==> config.mk <==
export PLATFORM = sky130hd
export DESIGN_NAME = sb_rx_deserializer
export DESIGN_NICKNAME = d
export VERILOG_FILES = /design/src/rtl/sb_rx_deserializer.sv
export SDC_FILE = /design/constraint.sdc
export NUM_CORES = 1
export LEC_CHECK = 0
export CAP_MARGIN = 20
export CORE_MARGIN = 3
export CORE_UTILIZATION = 30
export DETAILED_ROUTE_END_ITERATION = 6
export GPL_TIMING_DRIVEN = 0
export PLACE_DENSITY = 0.57
export SLEW_MARGIN = 30
export SYNTH_ARGS = -nofsm -noshare
export SYNTH_HDL_FRONTEND = slang
export SYNTH_SLANG_ARGS = --single-unit
==> constraint.sdc <==
create_clock -name pll_clk -period 4.8 [get_ports pll_clk]
set_clock_uncertainty 0.05 [all_clocks]
set_input_delay 0.48 -clock pll_clk [delete_from_list [all_inputs] [get_ports pll_clk]]
set_output_delay 0.48 -clock pll_clk [all_outputs]
set_load 0.005 [all_outputs]
==> src/rtl/sb_rx_deserializer.sv <==
// Sideband RX deserializer: samples RXDATASB while RXCKSB is high and assembles PKT_WIDTH-bit packets, LSB first.
// Optional feature macro: SB_RX_PARITY_CHECK_EN (even-parity check on each completed packet).
module sb_rx_deserializer #(
    parameter int PKT_WIDTH = 64,
    parameter int GAP_MIN   = 32
) (
    input  logic                 pll_clk,
    input  logic                 rst_n,
    input  logic                 enable,
    input  logic                 RXCKSB,
    input  logic                 RXDATASB,
    output logic [PKT_WIDTH-1:0] data_out,
    output logic                 de_ser_done,
    output logic                 trunc_err,
    output logic                 gap_err,
    output logic                 parity_err
);
    localparam int CW = $clog2(PKT_WIDTH);
    localparam int GW = $clog2(GAP_MIN + 1);
    localparam logic [CW-1:0] LAST_BIT = CW'(PKT_WIDTH - 1);
    localparam logic [GW-1:0] GAP_SAT  = GW'(GAP_MIN);

    typedef enum logic [1:0] {
        ST_IDLE    = 2'd0,
        ST_RECEIVE = 2'd1,
        ST_GAP     = 2'd2
    } state_t;

    state_t                 state_q, state_d;
    logic [CW-1:0]          bit_cnt_q, bit_cnt_d;
    logic [GW-1:0]          gap_cnt_q, gap_cnt_d;
    logic [PKT_WIDTH-1:0]   shift_q, shift_d;
    logic [PKT_WIDTH-1:0]   data_q, data_d;
    logic                   done_q, done_d;
    logic                   trunc_q, trunc_d;
    logic                   gap_err_q, gap_err_d;

    always_ff @(posedge pll_clk or negedge rst_n) begin
        if (!rst_n) begin
            state_q   <= ST_IDLE;
            bit_cnt_q <= '0;
            gap_cnt_q <= GAP_SAT;
            shift_q   <= '0;
            data_q    <= '0;
            done_q    <= 1'b0;
            trunc_q   <= 1'b0;
            gap_err_q <= 1'b0;
        end else begin
            state_q   <= state_d;
            bit_cnt_q <= bit_cnt_d;
            gap_cnt_q <= gap_cnt_d;
            shift_q   <= shift_d;
            data_q    <= data_d;
            done_q    <= done_d;
            trunc_q   <= trunc_d;
            gap_err_q <= gap_err_d;
        end
    end

    always_comb begin
        state_d   = state_q;
        bit_cnt_d = bit_cnt_q;
        gap_cnt_d = gap_cnt_q;
        shift_d   = shift_q;
        data_d    = data_q;
        done_d    = 1'b0;
        trunc_d   = 1'b0;
        gap_err_d = 1'b0;

        // Idle-cycle counter runs regardless of enable; the start of a packet clears it below.
        if (!RXCKSB && (gap_cnt_q != GAP_SAT)) begin
            gap_cnt_d = gap_cnt_q + 1'b1;
        end

        if (!enable) begin
            state_d   = ST_IDLE;
            bit_cnt_d = '0;
        end else begin
            case (state_q)
                ST_IDLE, ST_GAP: begin
                    state_d = ST_IDLE;
                    if (RXCKSB) begin
                        shift_d[0] = RXDATASB;
                        bit_cnt_d  = CW'(1);
                        gap_cnt_d  = '0;
                        gap_err_d  = (gap_cnt_q < GAP_SAT);
                        state_d    = ST_RECEIVE;
                    end
                end
                ST_RECEIVE: begin
                    if (RXCKSB) begin
                        shift_d[bit_cnt_q] = RXDATASB;
                        bit_cnt_d          = bit_cnt_q + 1'b1;
                        if (bit_cnt_q == LAST_BIT) begin
                            data_d  = shift_d;
                            done_d  = 1'b1;
                            state_d = ST_GAP;
                        end
                    end else begin
                        trunc_d   = 1'b1;
                        bit_cnt_d = '0;
                        state_d   = ST_GAP;
                    end
                end
                default: begin
                    state_d   = ST_IDLE;
                    bit_cnt_d = '0;
                end
            endcase
        end
    end

    assign data_out    = data_q;
    assign de_ser_done = done_q;
    assign trunc_err   = trunc_q;
    assign gap_err     = gap_err_q;

`ifdef SB_RX_PARITY_CHECK_EN
    logic parity_q;

    // Even parity over the completed word, registered alongside the done strobe.
    always_ff @(posedge pll_clk or negedge rst_n) begin
        if (!rst_n) begin
            parity_q <= 1'b0;
        end else begin
            parity_q <= done_d & (^data_d);
        end
    end

    assign parity_err = parity_q;
`else
    assign parity_err = 1'b0;
`endif

endmodule

==> metrics.txt, run 1 <==
# TYPE chip_impl_metric gauge
chip_impl_info{name="run_status",value="completed"} 1
chip_impl_metric{name="final_core_utilization",unit="%"} 38.7
chip_impl_metric{name="hold_violations",unit=""} 0
chip_impl_metric{name="synth_cells",unit=""} 679
chip_impl_info{name="worst_hold_startpoint",value="shift_q[20]$_DFFE_PN0P_"} 1
chip_impl_metric{name="period_share",unit="%"} 46.4
chip_impl_info{name="setup.worst_path.end_class",value="flip-flop"} 1
chip_impl_metric{name="global_route.overflow_total",unit=""} 0
chip_impl_metric{name="synth_cell_types",unit=""} 49
chip_impl_metric{name="final_nets",unit=""} 778
chip_impl_metric{name="vias_per_cell",unit=""} 4.65
chip_impl_metric{name="regArea",unit="um^2"} 3630
chip_impl_metric{name="reg2reg_slack",unit="ns"} 2.57
chip_impl_metric{name="initial_utilization",unit="%"} 31.1
chip_impl_metric{name="static_leak",unit="uW"} 0.00428
chip_impl_metric{name="crit_path_max_fanout",unit=""} 10
chip_impl_metric{name="required",unit="ns"} 5.05
chip_impl_metric{name="filler_cell_count",unit=""} 2271
chip_impl_metric{name="timing.hold.ws",unit="ns"} 0.443
chip_impl_info{name="tritoncts",value="yes"} 1
chip_impl_info{name="cpMaxStageDelayCell",value="sky130_fd_sc_hd__clkdlybuf4s50_1"} 1
chip_impl_metric{name="slew_headroom",unit="%"} 54.9
chip_impl_info{name="ys_top_cells_by_area",value="sky130_fd_sc_hd__dfrtp_1 (50%), sky130_fd_sc_hd__mux2i_1 (9.1%), sky130_fd_sc_hd__mux2_2 (8.3%), sky130_fd_sc_hd__nor2_1 (6.1%), sky130_fd_sc_hd__nand2_1 (5.0%)"} 1
chip_impl_metric{name="fin_setup_tns",unit="ns"} 0
chip_impl_metric{name="fp.coreArea",unit="um^2"} 23100
chip_impl_metric{name="yosys_warnings",unit=""} 0
chip_impl_info{name="rr_startpoint",value="bit_cnt_q[0]$_DFFE_PN0P_"} 1
chip_impl_info{name="yosys-top-cells-count",value="sky130_fd_sc_hd__dfrtp_1 (144), sky130_fd_sc_hd__nor2_1 (116), sky130_fd_sc_hd__nand2_1 (96)"} 1
chip_impl_metric{name="routedWlPerCell",unit="um"} 16.3
chip_impl_metric{name="wire_length_of_the_first_global_routing_pass",unit="mm"} 29.3
chip_impl_info{name="synth.most_common_cell",value="sky130_fd_sc_hd__dfrtp_1"} 1
chip_impl_metric{name="detailedRoute.firstIterationViolations",unit=""} 272
chip_impl_info{name="crit_family",value="buffers and inverters"} 1
chip_impl_metric{name="critical_path.max_stage_delay",unit="ns"} 0.63
chip_impl_metric{name="yosysTopAreaCellShare",unit="%"} 50.3
chip_impl_metric{name="grt_antenna_before_repair",unit=""} 0
chip_impl_metric{name="cts.sinks",unit=""} 145
chip_impl_metric{name="cap_viol_max_count",unit=""} 0
chip_impl_metric{name="worst_ep_arrival_time",unit="ns"} 2.48
chip_impl_metric{name="multi_input_gate_area",unit="um^2"} 3180
chip_impl_metric{name="reg2regPathDepth",unit=""} 6
chip_impl_metric{name="maxSlewViolCount",unit=""} 0
chip_impl_info{name="clk_root_buffer_cell",value="sky130_fd_sc_hd__clkbuf_16"} 1
chip_impl_metric{name="last_weighted_congestion_value_of_the_routability_driven_placer",unit=""} 0.786
chip_impl_info{name="unrepaired_setup_endpoints_after_global_routing",value="no"} 1
chip_impl_metric{name="max-clock-path-buffers",unit=""} 2
chip_impl_metric{name="grt_max_degree",unit=""} 81
chip_impl_metric{name="fraction_of_final_layout_cells_sized_beyond_drive_strength_1",unit="%"} 18.4
chip_impl_info{name="crit_type",value="primary input to flip-flop"} 1
chip_impl_metric{name="detailed_place_hpwl",unit="mm"} 12.3
chip_impl_info{name="synthFlopType",value="sky130_fd_sc_hd__dfrtp_1"} 1
chip_impl_info{name="min_path_type",value="flip-flop to flip-flop"} 1
chip_impl_metric{name="clk_transition_reported_paths",unit="ns"} 0.06
chip_impl_metric{name="critPathBufInv",unit=""} 3
chip_impl_metric{name="synthesis.nets",unit=""} 687
chip_impl_metric{name="fmax",unit="MHz"} 449
chip_impl_metric{name="cts-buffers-inserted",unit=""} 17
chip_impl_info{name="cp_cell_sequence",value="clkdlybuf4s50_1 -> nand4b_4 -> nor3_2 -> buf_2 -> buf_2 -> a21oi_1"} 1
chip_impl_metric{name="finalCriticalPeriod",unit="ns"} 2.23
chip_impl_info{name="cp-start-kind",value="primary input"} 1
chip_impl_metric{name="grt_pass1_vias",unit=""} 5242
chip_impl_metric{name="num_antenna_cells",unit=""} 0
chip_impl_metric{name="detail_route.drc_violations",unit=""} 0
chip_impl_metric{name="synth.ff_latch_count",unit=""} 145
chip_impl_metric{name="io_pins",unit=""} 73
chip_impl_metric{name="floorplan.die_area",unit="um^2"} 25800
chip_impl_metric{name="routed_wl",unit="mm"} 17.9
chip_impl_metric{name="finalWorstSetupSlack",unit="ns"} 2.57
chip_impl_metric{name="num_vias",unit=""} 5097
chip_impl_metric{name="timing_worst_slew_pin_value",unit="ns"} 0.676
chip_impl_metric{name="peak_supply_drop",unit="mV"} 0.226
chip_impl_info{name="most_area_hungry_cell_type_in_the_yosys_netlist",value="sky130_fd_sc_hd__dfrtp_1"} 1
chip_impl_metric{name="htree_levels",unit=""} 4
chip_impl_info{name="critical_path.reg2reg.endpoint",value="data_out[12]$_DFFE_PN0P_"} 1
chip_impl_metric{name="preCtsSetupSlack",unit="ns"} 2.14
chip_impl_metric{name="synth_enable_flop_cells",unit=""} 0
chip_impl_metric{name="clk-insertion-delay-late",unit="ns"} 0.43
chip_impl_metric{name="dieWidth",unit="um"} 160
chip_impl_metric{name="globalRouteTotalUtil",unit="%"} 14.5
chip_impl_metric{name="postSynthAreaPerCell",unit="um^2"} 10.5
chip_impl_metric{name="num_rows",unit=""} 55
chip_impl_metric{name="ys_async_sr_fraction",unit="%"} 100
chip_impl_metric{name="yosysSeqAreaShare",unit="%"} 50.7
chip_impl_info{name="critical_path.most_common_cell",value="sky130_fd_sc_hd__buf_2"} 1
chip_impl_metric{name="height_of_the_die",unit="um"} 160
chip_impl_info{name="hold_end",value="shift_q[20]$_DFFE_PN0P_"} 1
chip_impl_metric{name="pwr_density_cell",unit="nW/um^2"} 316
chip_impl_metric{name="number_of_failing_setup_endpoints_in_the_final_timing_report",unit=""} 0
chip_impl_metric{name="syn2layout_area_growth",unit="%"} 24.6
chip_impl_metric{name="drt_pre_antenna_iters",unit=""} 4
chip_impl_metric{name="ant_nets",unit=""} 0
chip_impl_metric{name="hold_path_depth",unit=""} 1
chip_impl_metric{name="post_synthesis_cell_area",unit="um^2"} 7160
chip_impl_metric{name="buffers_on_ports",unit=""} 70
==> cell families after synthesis <==
group	Yosys count	synth area share [%]
buf+inv	59	4.89
mux	129	19.2
fa+ha+maj	3	0.524
compound gates	84	6.12
flops	145	50.7
xor+xnor	4	0.489
other cells	1	0.0524
simple gates	254	18.1
==> how the worst max path moves through the flow <==
stage                             startpoint  slack, ns  cells after the start                       end
global route                          enable       2.45                      6  data_out[41]$_DFFE_PN0P_
global placement                       rst_n      -3.03                      1  data_out[45]$_DFFE_PN0P_
finish                                enable       2.57                      6  data_out[41]$_DFFE_PN0P_
detailed placement                    enable       2.14                      6  data_out[41]$_DFFE_PN0P_
CTS                 bit_cnt_q[0]$_DFFE_PN0P_       2.58                      6  data_out[12]$_DFFE_PN0P_
floorplan           bit_cnt_q[5]$_DFFE_PN0P_       3.14                      5    shift_q[8]$_DFFE_PN0P_
==> power by group <==
part / leakage (uW) / internal (uW) / total [uW] / switching, uW
clock: 0.000295 / 856 / 1410 / 557
sequential: 0.00201 / 1240 / 1260 / 18.8
combinational: 0.00197 / 48.9 / 144 / 95.1
==> what timing repair did <==
item	in CTS	in global routing
resized for setup	0	0
hold buffers	1	0
buffers inserted	0	0
hold endpoints to repair	64	0
==> metal layers <==
metal	global-route usage (%)	share of wire [%]	vias up
met5	0	0	-
met4	3.87	1.1	0
met3	3.40	5.3	14
met2	22.5	46	113
met1	20.3	47	2486
li1	-	-	2484
==> per-stage QoR <==
stage,power (uW),cell area (um^2),cells
final,2820,8920,1096
after global routing,2920,8920,1096
after CTS,2850,8920,1096
after detailed placement,1430,8290,1063
after global placement,1430,8250,1062
after floorplan,1360,7160,679
==> area by class of cell <==
type                            instances  share of cell area [%]
Timing Repair Buffer                   72                    8.33
Clock buffer                           19                    5.08
Sequential cell                       145                    40.7
Multi-Input combinational cell        475                    35.6
Tap cell                              313                    4.39
Inverter                                3                   0.126
Buffer                                 56                    3.80
Clock inverter                         13                    1.96
==> flip-flops by register name, indices dropped and copies added, names as in the netlist <==
name         flops
bit_cnt_q        6
data_out        64
de_ser_done      1
gap_cnt_q        6
gap_err          1
shift_q         64
state_q          2
trunc_err        1
==> layout by cell type (no fill, tap or decap), types with 4 or more instances in the layout <==
| master | count |
|---|---|
| sky130_fd_sc_hd__dfrtp_1 | 144 |
| sky130_fd_sc_hd__nor2_1 | 116 |
| sky130_fd_sc_hd__nand2_1 | 96 |
| sky130_fd_sc_hd__a21oi_1 | 69 |
| sky130_fd_sc_hd__clkdlybuf4s50_1 | 69 |
| sky130_fd_sc_hd__mux2i_1 | 65 |
| sky130_fd_sc_hd__mux2_2 | 53 |
| sky130_fd_sc_hd__buf_2 | 24 |
| sky130_fd_sc_hd__clkbuf_1 | 17 |
| sky130_fd_sc_hd__clkbuf_16 | 17 |
| sky130_fd_sc_hd__mux2_1 | 11 |
| sky130_fd_sc_hd__o21ai_0 | 9 |
| sky130_fd_sc_hd__buf_6 | 9 |
| sky130_fd_sc_hd__nand4b_4 | 5 |
| sky130_fd_sc_hd__nor4bb_1 | 4 |
| sky130_fd_sc_hd__buf_4 | 4 |
| sky130_fd_sc_hd__nor4b_4 | 4 |
| sky130_fd_sc_hd__clkinvlp_4 | 4 |
| sky130_fd_sc_hd__inv_6 | 4 |
Note: power is estimated with default switching activity, not from simulation.
==> inputs of run 2 (changes only) <==
Settings changed: PLACE_DENSITY 0.57 to 0.58.
Clock period 4.8 ns to 1.9 ns, I/O delays scaled along.
==> metrics.txt, run 2 (synthesis results as in run 1) <==
# TYPE chip_impl_metric gauge
chip_impl_info{name="clk_root_buffer_cell",value="sky130_fd_sc_hd__clkbuf_16"} 1
chip_impl_metric{name="peak_supply_drop",unit="mV"} 0.507
chip_impl_metric{name="grt_pass1_vias",unit=""} 5140
chip_impl_info{name="cp_cell_sequence",value="clkbuf_4 -> nor2_2 -> buf_2 -> nand2_1 -> mux2i_1 -> a21oi_1"} 1
chip_impl_metric{name="hold_violations",unit=""} 0
chip_impl_metric{name="filler_cell_count",unit=""} 2286
chip_impl_metric{name="crit_path_max_fanout",unit=""} 10
chip_impl_metric{name="number_of_failing_setup_endpoints_in_the_final_timing_report",unit=""} 0
chip_impl_metric{name="grt_antenna_before_repair",unit=""} 0
chip_impl_metric{name="drt_pre_antenna_iters",unit=""} 5
chip_impl_metric{name="htree_levels",unit=""} 4
chip_impl_metric{name="static_leak",unit="uW"} 0.00433
chip_impl_metric{name="period_share",unit="%"} 96.0
chip_impl_metric{name="detailedRoute.firstIterationViolations",unit=""} 282
chip_impl_metric{name="syn2layout_area_growth",unit="%"} 26.2
chip_impl_info{name="crit_type",value="flip-flop to flip-flop"} 1
chip_impl_metric{name="floorplan.die_area",unit="um^2"} 25800
chip_impl_metric{name="dieWidth",unit="um"} 160
chip_impl_metric{name="initial_utilization",unit="%"} 31.1
chip_impl_metric{name="clk_transition_reported_paths",unit="ns"} 0.06
chip_impl_info{name="layout.cells.most_common",value="sky130_fd_sc_hd__dfrtp_1"} 1
chip_impl_metric{name="num_rows",unit=""} 55
chip_impl_metric{name="buffers_on_ports",unit=""} 70
chip_impl_metric{name="io_pins",unit=""} 73
chip_impl_metric{name="final_nets",unit=""} 786
chip_impl_metric{name="timing_worst_slew_pin_value",unit="ns"} 0.627
chip_impl_metric{name="global_route.overflow_total",unit=""} 0
chip_impl_metric{name="wire_length_of_the_first_global_routing_pass",unit="mm"} 28.9
chip_impl_info{name="min_path_type",value="primary input to asynchronous set/reset pin"} 1
chip_impl_metric{name="grt_max_degree",unit=""} 81
chip_impl_metric{name="max-clock-path-buffers",unit=""} 2
chip_impl_metric{name="clk-insertion-delay-late",unit="ns"} 0.42
chip_impl_info{name="cp-start-kind",value="flip-flop"} 1
chip_impl_metric{name="pwr_density_cell",unit="nW/um^2"} 756
chip_impl_metric{name="final_core_utilization",unit="%"} 39.2
chip_impl_metric{name="routed_wl",unit="mm"} 17.6
chip_impl_metric{name="fp.coreArea",unit="um^2"} 23100
chip_impl_info{name="unrepaired_setup_endpoints_after_global_routing",value="yes"} 1
chip_impl_metric{name="cts-buffers-inserted",unit=""} 17
chip_impl_metric{name="worst_ep_arrival_time",unit="ns"} 2.11
chip_impl_metric{name="slew_headroom",unit="%"} 58.1
chip_impl_metric{name="fraction_of_final_layout_cells_sized_beyond_drive_strength_1",unit="%"} 20.9
chip_impl_info{name="cpMaxStageDelayCell",value="sky130_fd_sc_hd__dfrtp_1"} 1
chip_impl_metric{name="last_weighted_congestion_value_of_the_routability_driven_placer",unit=""} 0.786
chip_impl_metric{name="fin_setup_tns",unit="ns"} 0
chip_impl_info{name="mostFrequentLayoutCells",value="sky130_fd_sc_hd__dfrtp_1 (143), sky130_fd_sc_hd__nor2_1 (113), sky130_fd_sc_hd__nand2_1 (95)"} 1
chip_impl_metric{name="fmax",unit="MHz"} 549
chip_impl_metric{name="cap_viol_max_count",unit=""} 0
chip_impl_metric{name="num_antenna_cells",unit=""} 0
chip_impl_metric{name="maxSlewViolCount",unit=""} 0
chip_impl_info{name="setup.worst_path.end_class",value="flip-flop"} 1
chip_impl_info{name="run_status",value="completed"} 1
chip_impl_metric{name="vias_per_cell",unit=""} 4.58
chip_impl_metric{name="routedWlPerCell",unit="um"} 16.0
chip_impl_metric{name="detail_route.drc_violations",unit=""} 0
chip_impl_info{name="tritoncts",value="yes"} 1
chip_impl_metric{name="detailed_place_hpwl",unit="mm"} 12.3
chip_impl_metric{name="critical_path.max_stage_delay",unit="ns"} 0.42
chip_impl_metric{name="finalCriticalPeriod",unit="ns"} 1.82
chip_impl_metric{name="required",unit="ns"} 2.19
chip_impl_metric{name="ant_nets",unit=""} 0
chip_impl_metric{name="num_vias",unit=""} 5057
chip_impl_metric{name="globalRouteTotalUtil",unit="%"} 14.0
chip_impl_metric{name="cts.sinks",unit=""} 145
chip_impl_metric{name="regArea",unit="um^2"} 3630
chip_impl_metric{name="multi_input_gate_area",unit="um^2"} 3210
chip_impl_metric{name="reg2reg_slack",unit="ns"} 0.08
chip_impl_metric{name="height_of_the_die",unit="um"} 160
run 2: final timing paths:
path | endpoint | cells after the start | from
max reg2reg | data_out[2]$_DFFE_PN0P_ | 6 | bit_cnt_q[0]$_DFFE_PN0P_
max in group asynchronous | shift_q[46]$_DFFE_PN0P_ | 3 | rst_n
max | data_out[2]$_DFFE_PN0P_ | 6 | bit_cnt_q[0]$_DFFE_PN0P_
min reg2reg | shift_q[20]$_DFFE_PN0P_ | 1 | shift_q[20]$_DFFE_PN0P_
min | data_out[9]$_DFFE_PN0P_ | 2 | rst_n
min in group pll_clk | shift_q[58]$_DFFE_PN0P_ | 2 | RXDATASB
run 2: metrics by stage:
stage | area, um^2 | std cells | hold WS [ns] | total power, uW | worst slack [ns]
3_5_place_dp | 8290 | 1063 | 0.140 | 3610 | -0.423
5_1_grt | 9040 | 1104 | 0.304 | 7110 | -0.0538
2_1_floorplan | 7160 | 679 | -0.156 | 3450 | 0.236
6_report | 9040 | 1104 | 0.257 | 6840 | 0.0769
3_3_place_gp | 8250 | 1062 | 0.424 | 3600 | -5.59
4_1_cts | 8950 | 1100 | 0.287 | 6910 | 0.000713
run 2: layer usage:
metal / vias to the layer above / track usage, % / share of wire (%)
li1: 2504 / - / -
met1: 2463 / 19.7 / 48
met2: 83 / 22.1 / 48
met3: 7 / 3.25 / 3.5
met4: 0 / 3.35 / 0.73
met5: - / 0 / 0
run 2: area by class of cell:
| class | instances | share of cell area, % |
|---|---|---|
| Multi-Input combinational cell | 475 | 35.6 |
| Clock inverter | 13 | 1.43 |
| Buffer | 54 | 4.17 |
| Tap cell | 313 | 4.33 |
| Inverter | 3 | 0.125 |
| Clock buffer | 19 | 5.01 |
| Sequential cell | 145 | 40.2 |
| Timing Repair Buffer | 82 | 9.19 |
run 2: where the power goes:
group / internal (uW) / total (uW) / leakage [uW] / switching [uW]
clock network: 1890 / 3270 / 0.000275 / 1380
registers: 3140 / 3190 / 0.00201 / 49.0
logic: 131 / 372 / 0.00205 / 241
total: 5170 / 6840 / 0.00433 / 1670
run 2: critical path: cells and delay by family (launching register included):
kind,cells,cell delay [ns]
AOI/OAI and AO/OA,1,0.20
buffers and inverters,2,0.54
DFF,1,0.42
muxes,1,0.14
and+or+nand+nor,2,0.39
run 2: what timing repair did:
action,in CTS,in global routing
hold buffers,1,0
pin swaps,3,4
gates resized for setup,12,21
buffers inserted,4,6
endpoints found under the hold margin,64,0
endpoints found under the setup margin,89,103
==> inputs of run 3 (changes only) <==
Settings changed: CAP_MARGIN 20 to not set, PLACE_DENSITY 0.58 to not set.
==> metrics.txt, run 3 (synthesis results as in run 1) <==
# TYPE chip_impl_metric gauge
chip_impl_metric{name="final_nets",unit=""} 788
chip_impl_metric{name="cts-buffers-inserted",unit=""} 17
chip_impl_metric{name="grt_max_degree",unit=""} 64
chip_impl_metric{name="htree_levels",unit=""} 4
chip_impl_metric{name="critical_path.max_stage_delay",unit="ns"} 0.38
chip_impl_metric{name="fp.coreArea",unit="um^2"} 23100
chip_impl_metric{name="finalWorstSetupSlack",unit="ns"} 0.0663
chip_impl_metric{name="vias_per_cell",unit=""} 4.67
chip_impl_metric{name="cts.sinks",unit=""} 145
chip_impl_metric{name="floorplan.die_area",unit="um^2"} 25800
chip_impl_metric{name="grt_antenna_before_repair",unit=""} 0
chip_impl_metric{name="cap_viol_max_count",unit=""} 0
chip_impl_info{name="cp_cell_sequence",value="buf_2 -> and2_1 -> nand2_1 -> nor2_1 -> mux2_2"} 1
chip_impl_metric{name="maxSlewViolCount",unit=""} 0
chip_impl_metric{name="wire_length_of_the_first_global_routing_pass",unit="mm"} 29.5
chip_impl_metric{name="routedWlPerCell",unit="um"} 16.3
chip_impl_info{name="uppermost_layer_routed",value="met4"} 1
chip_impl_metric{name="last_weighted_congestion_value_of_the_routability_driven_placer",unit=""} 0.786
chip_impl_metric{name="routed_wl",unit="mm"} 18.0
chip_impl_metric{name="worst_ep_arrival_time",unit="ns"} 2.10
chip_impl_info{name="tritoncts",value="yes"} 1
chip_impl_metric{name="clk-insertion-delay-late",unit="ns"} 0.43
chip_impl_metric{name="io_pins",unit=""} 73
chip_impl_info{name="setup.worst_path.end_class",value="flip-flop"} 1
chip_impl_metric{name="fraction_of_final_layout_cells_sized_beyond_drive_strength_1",unit="%"} 20.7
chip_impl_info{name="clk_root_buffer_cell",value="sky130_fd_sc_hd__clkbuf_16"} 1
chip_impl_metric{name="critPathBufInv",unit=""} 1
chip_impl_metric{name="detail_route.wirelength.met1",unit="mm"} 8.63
chip_impl_metric{name="timing_worst_slew_pin_value",unit="ns"} 0.596
chip_impl_metric{name="global_route.overflow_total",unit=""} 0
chip_impl_metric{name="clk_transition_reported_paths",unit="ns"} 0.06
chip_impl_metric{name="initial_utilization",unit="%"} 31.1
chip_impl_metric{name="required",unit="ns"} 2.16
chip_impl_metric{name="detail_route_met2_wl",unit="mm"} 8.56
chip_impl_metric{name="syn2layout_area_growth",unit="%"} 26.8
chip_impl_info{name="layout.cells.most_common",value="sky130_fd_sc_hd__dfrtp_1"} 1
chip_impl_metric{name="num_vias",unit=""} 5170
chip_impl_metric{name="finalCriticalPeriod",unit="ns"} 1.83
chip_impl_metric{name="height_of_the_die",unit="um"} 160
chip_impl_metric{name="number_of_failing_setup_endpoints_in_the_final_timing_report",unit=""} 0
chip_impl_info{name="cpMaxStageDelayCell",value="sky130_fd_sc_hd__dfrtp_1"} 1
chip_impl_metric{name="slew_headroom",unit="%"} 60.3
chip_impl_metric{name="num_antenna_cells",unit=""} 0
chip_impl_info{name="unrepaired_setup_endpoints_after_global_routing",value="yes"} 1
chip_impl_metric{name="fmax",unit="MHz"} 545
chip_impl_metric{name="static_leak",unit="uW"} 0.00435
chip_impl_metric{name="detail_route.drc_violations",unit=""} 0
chip_impl_metric{name="detailed_place.area",unit="um^2"} 8310
chip_impl_metric{name="ant_nets",unit=""} 0
chip_impl_metric{name="hold_violations",unit=""} 0
chip_impl_metric{name="globalRouteTotalUtil",unit="%"} 14.5
chip_impl_metric{name="detailed_place_hpwl",unit="mm"} 12.4
chip_impl_metric{name="num_rows",unit=""} 55
chip_impl_metric{name="period_share",unit="%"} 96.5
chip_impl_info{name="cp-start-kind",value="flip-flop"} 1
chip_impl_metric{name="wl_met3",unit="um"} 611
chip_impl_metric{name="crit_path_max_fanout",unit=""} 10
chip_impl_metric{name="dieWidth",unit="um"} 160
chip_impl_metric{name="buffers_on_ports",unit=""} 70
chip_impl_info{name="run_status",value="completed"} 1
chip_impl_metric{name="finish.instance_area",unit="um^2"} 9080
chip_impl_metric{name="peak_supply_drop",unit="mV"} 0.573
chip_impl_metric{name="max-clock-path-buffers",unit=""} 2
chip_impl_metric{name="grt_pass1_vias",unit=""} 5310
chip_impl_info{name="crit_type",value="flip-flop to flip-flop"} 1
chip_impl_metric{name="drt_pre_antenna_iters",unit=""} 5
chip_impl_metric{name="preCtsSetupSlack",unit="ns"} -0.363
chip_impl_info{name="crit_family",value="simple AND/OR/NAND/NOR gates"} 1
chip_impl_metric{name="pwr_density_cell",unit="nW/um^2"} 765
chip_impl_info{name="mostFrequentLayoutCells",value="sky130_fd_sc_hd__dfrtp_1 (143), sky130_fd_sc_hd__nor2_1 (113), sky130_fd_sc_hd__nand2_1 (95)"} 1
chip_impl_metric{name="detailedRoute.firstIterationViolations",unit=""} 338
chip_impl_info{name="min_path_type",value="primary input to asynchronous set/reset pin"} 1
[run 3: layer usage]
metal  vias up  global-route usage [%]
met2        98                    22.9
met5         -                       0
met1      2564                    20.3
met4         0                    4.02
li1       2492                       -
met3        16                    2.97
[run 3: what timing repair did]
| action | in CTS | in global routing |
|---|---|---|
| endpoints found under the setup margin | 45 | 113 |
| hold buffers | 1 | 0 |
| gates resized for setup | 10 | 19 |
| buffers inserted | 5 | 5 |
| endpoints found under the hold margin | 84 | 0 |
| pin swaps | 3 | 3 |
[run 3: power breakdown]
group          total, uW  switching [uW]  internal [uW]
Sequential          3190            48.1           3140
Clock               3370            1370           2000
Combinational        388             248            140
Total               6950            1660           5290
[run 3: path summary, 6_finish.rpt]
check	start	slack, ns	cells after the start	end
worst min-delay path	rst_n	0.14	2	data_out[17]$_DFFE_PN0P_
min in group pll_clk	RXDATASB	0.34	2	shift_q[54]$_DFFE_PN0P_
worst min register to register	shift_q[5]$_DFFE_PN0P_	0.44	1	shift_q[5]$_DFFE_PN0P_
worst max register to register	bit_cnt_q[0]$_DFFE_PN0P_	0.07	5	shift_q[59]$_DFFE_PN0P_
worst max-delay path	bit_cnt_q[0]$_DFFE_PN0P_	0.07	5	shift_q[59]$_DFFE_PN0P_
max in group asynchronous	rst_n	0.76	4	shift_q[46]$_DFFE_PN0P_
[run 3: cell type report]
type / count / area, um^2
clock inverters: 12 / 133
fillers: 2247 / 14000
plain buffers: 55 / 375
well taps: 313 / 392
multi-input cells: 475 / 3220
inverters: 3 / 11.3
repair buffers: 83 / 858
flip-flops and latches: 145 / 3630
clock buffers: 20 / 457
[run 3: per-stage QoR]
stage	util, %	instances	power (uW)	setup TNS [ns]	hold WS [ns]
floorplan	-	679	3450	0	-0.156
global placement	35.8	1062	3600	-831.86	0.424
detailed placement	36.1	1064	3630	-34.18	-0.00707
CTS	38.9	1102	7000	0	0.138
global route	39.4	1106	7190	-0.219	0.167
finish	39.4	1106	6950	0	0.140
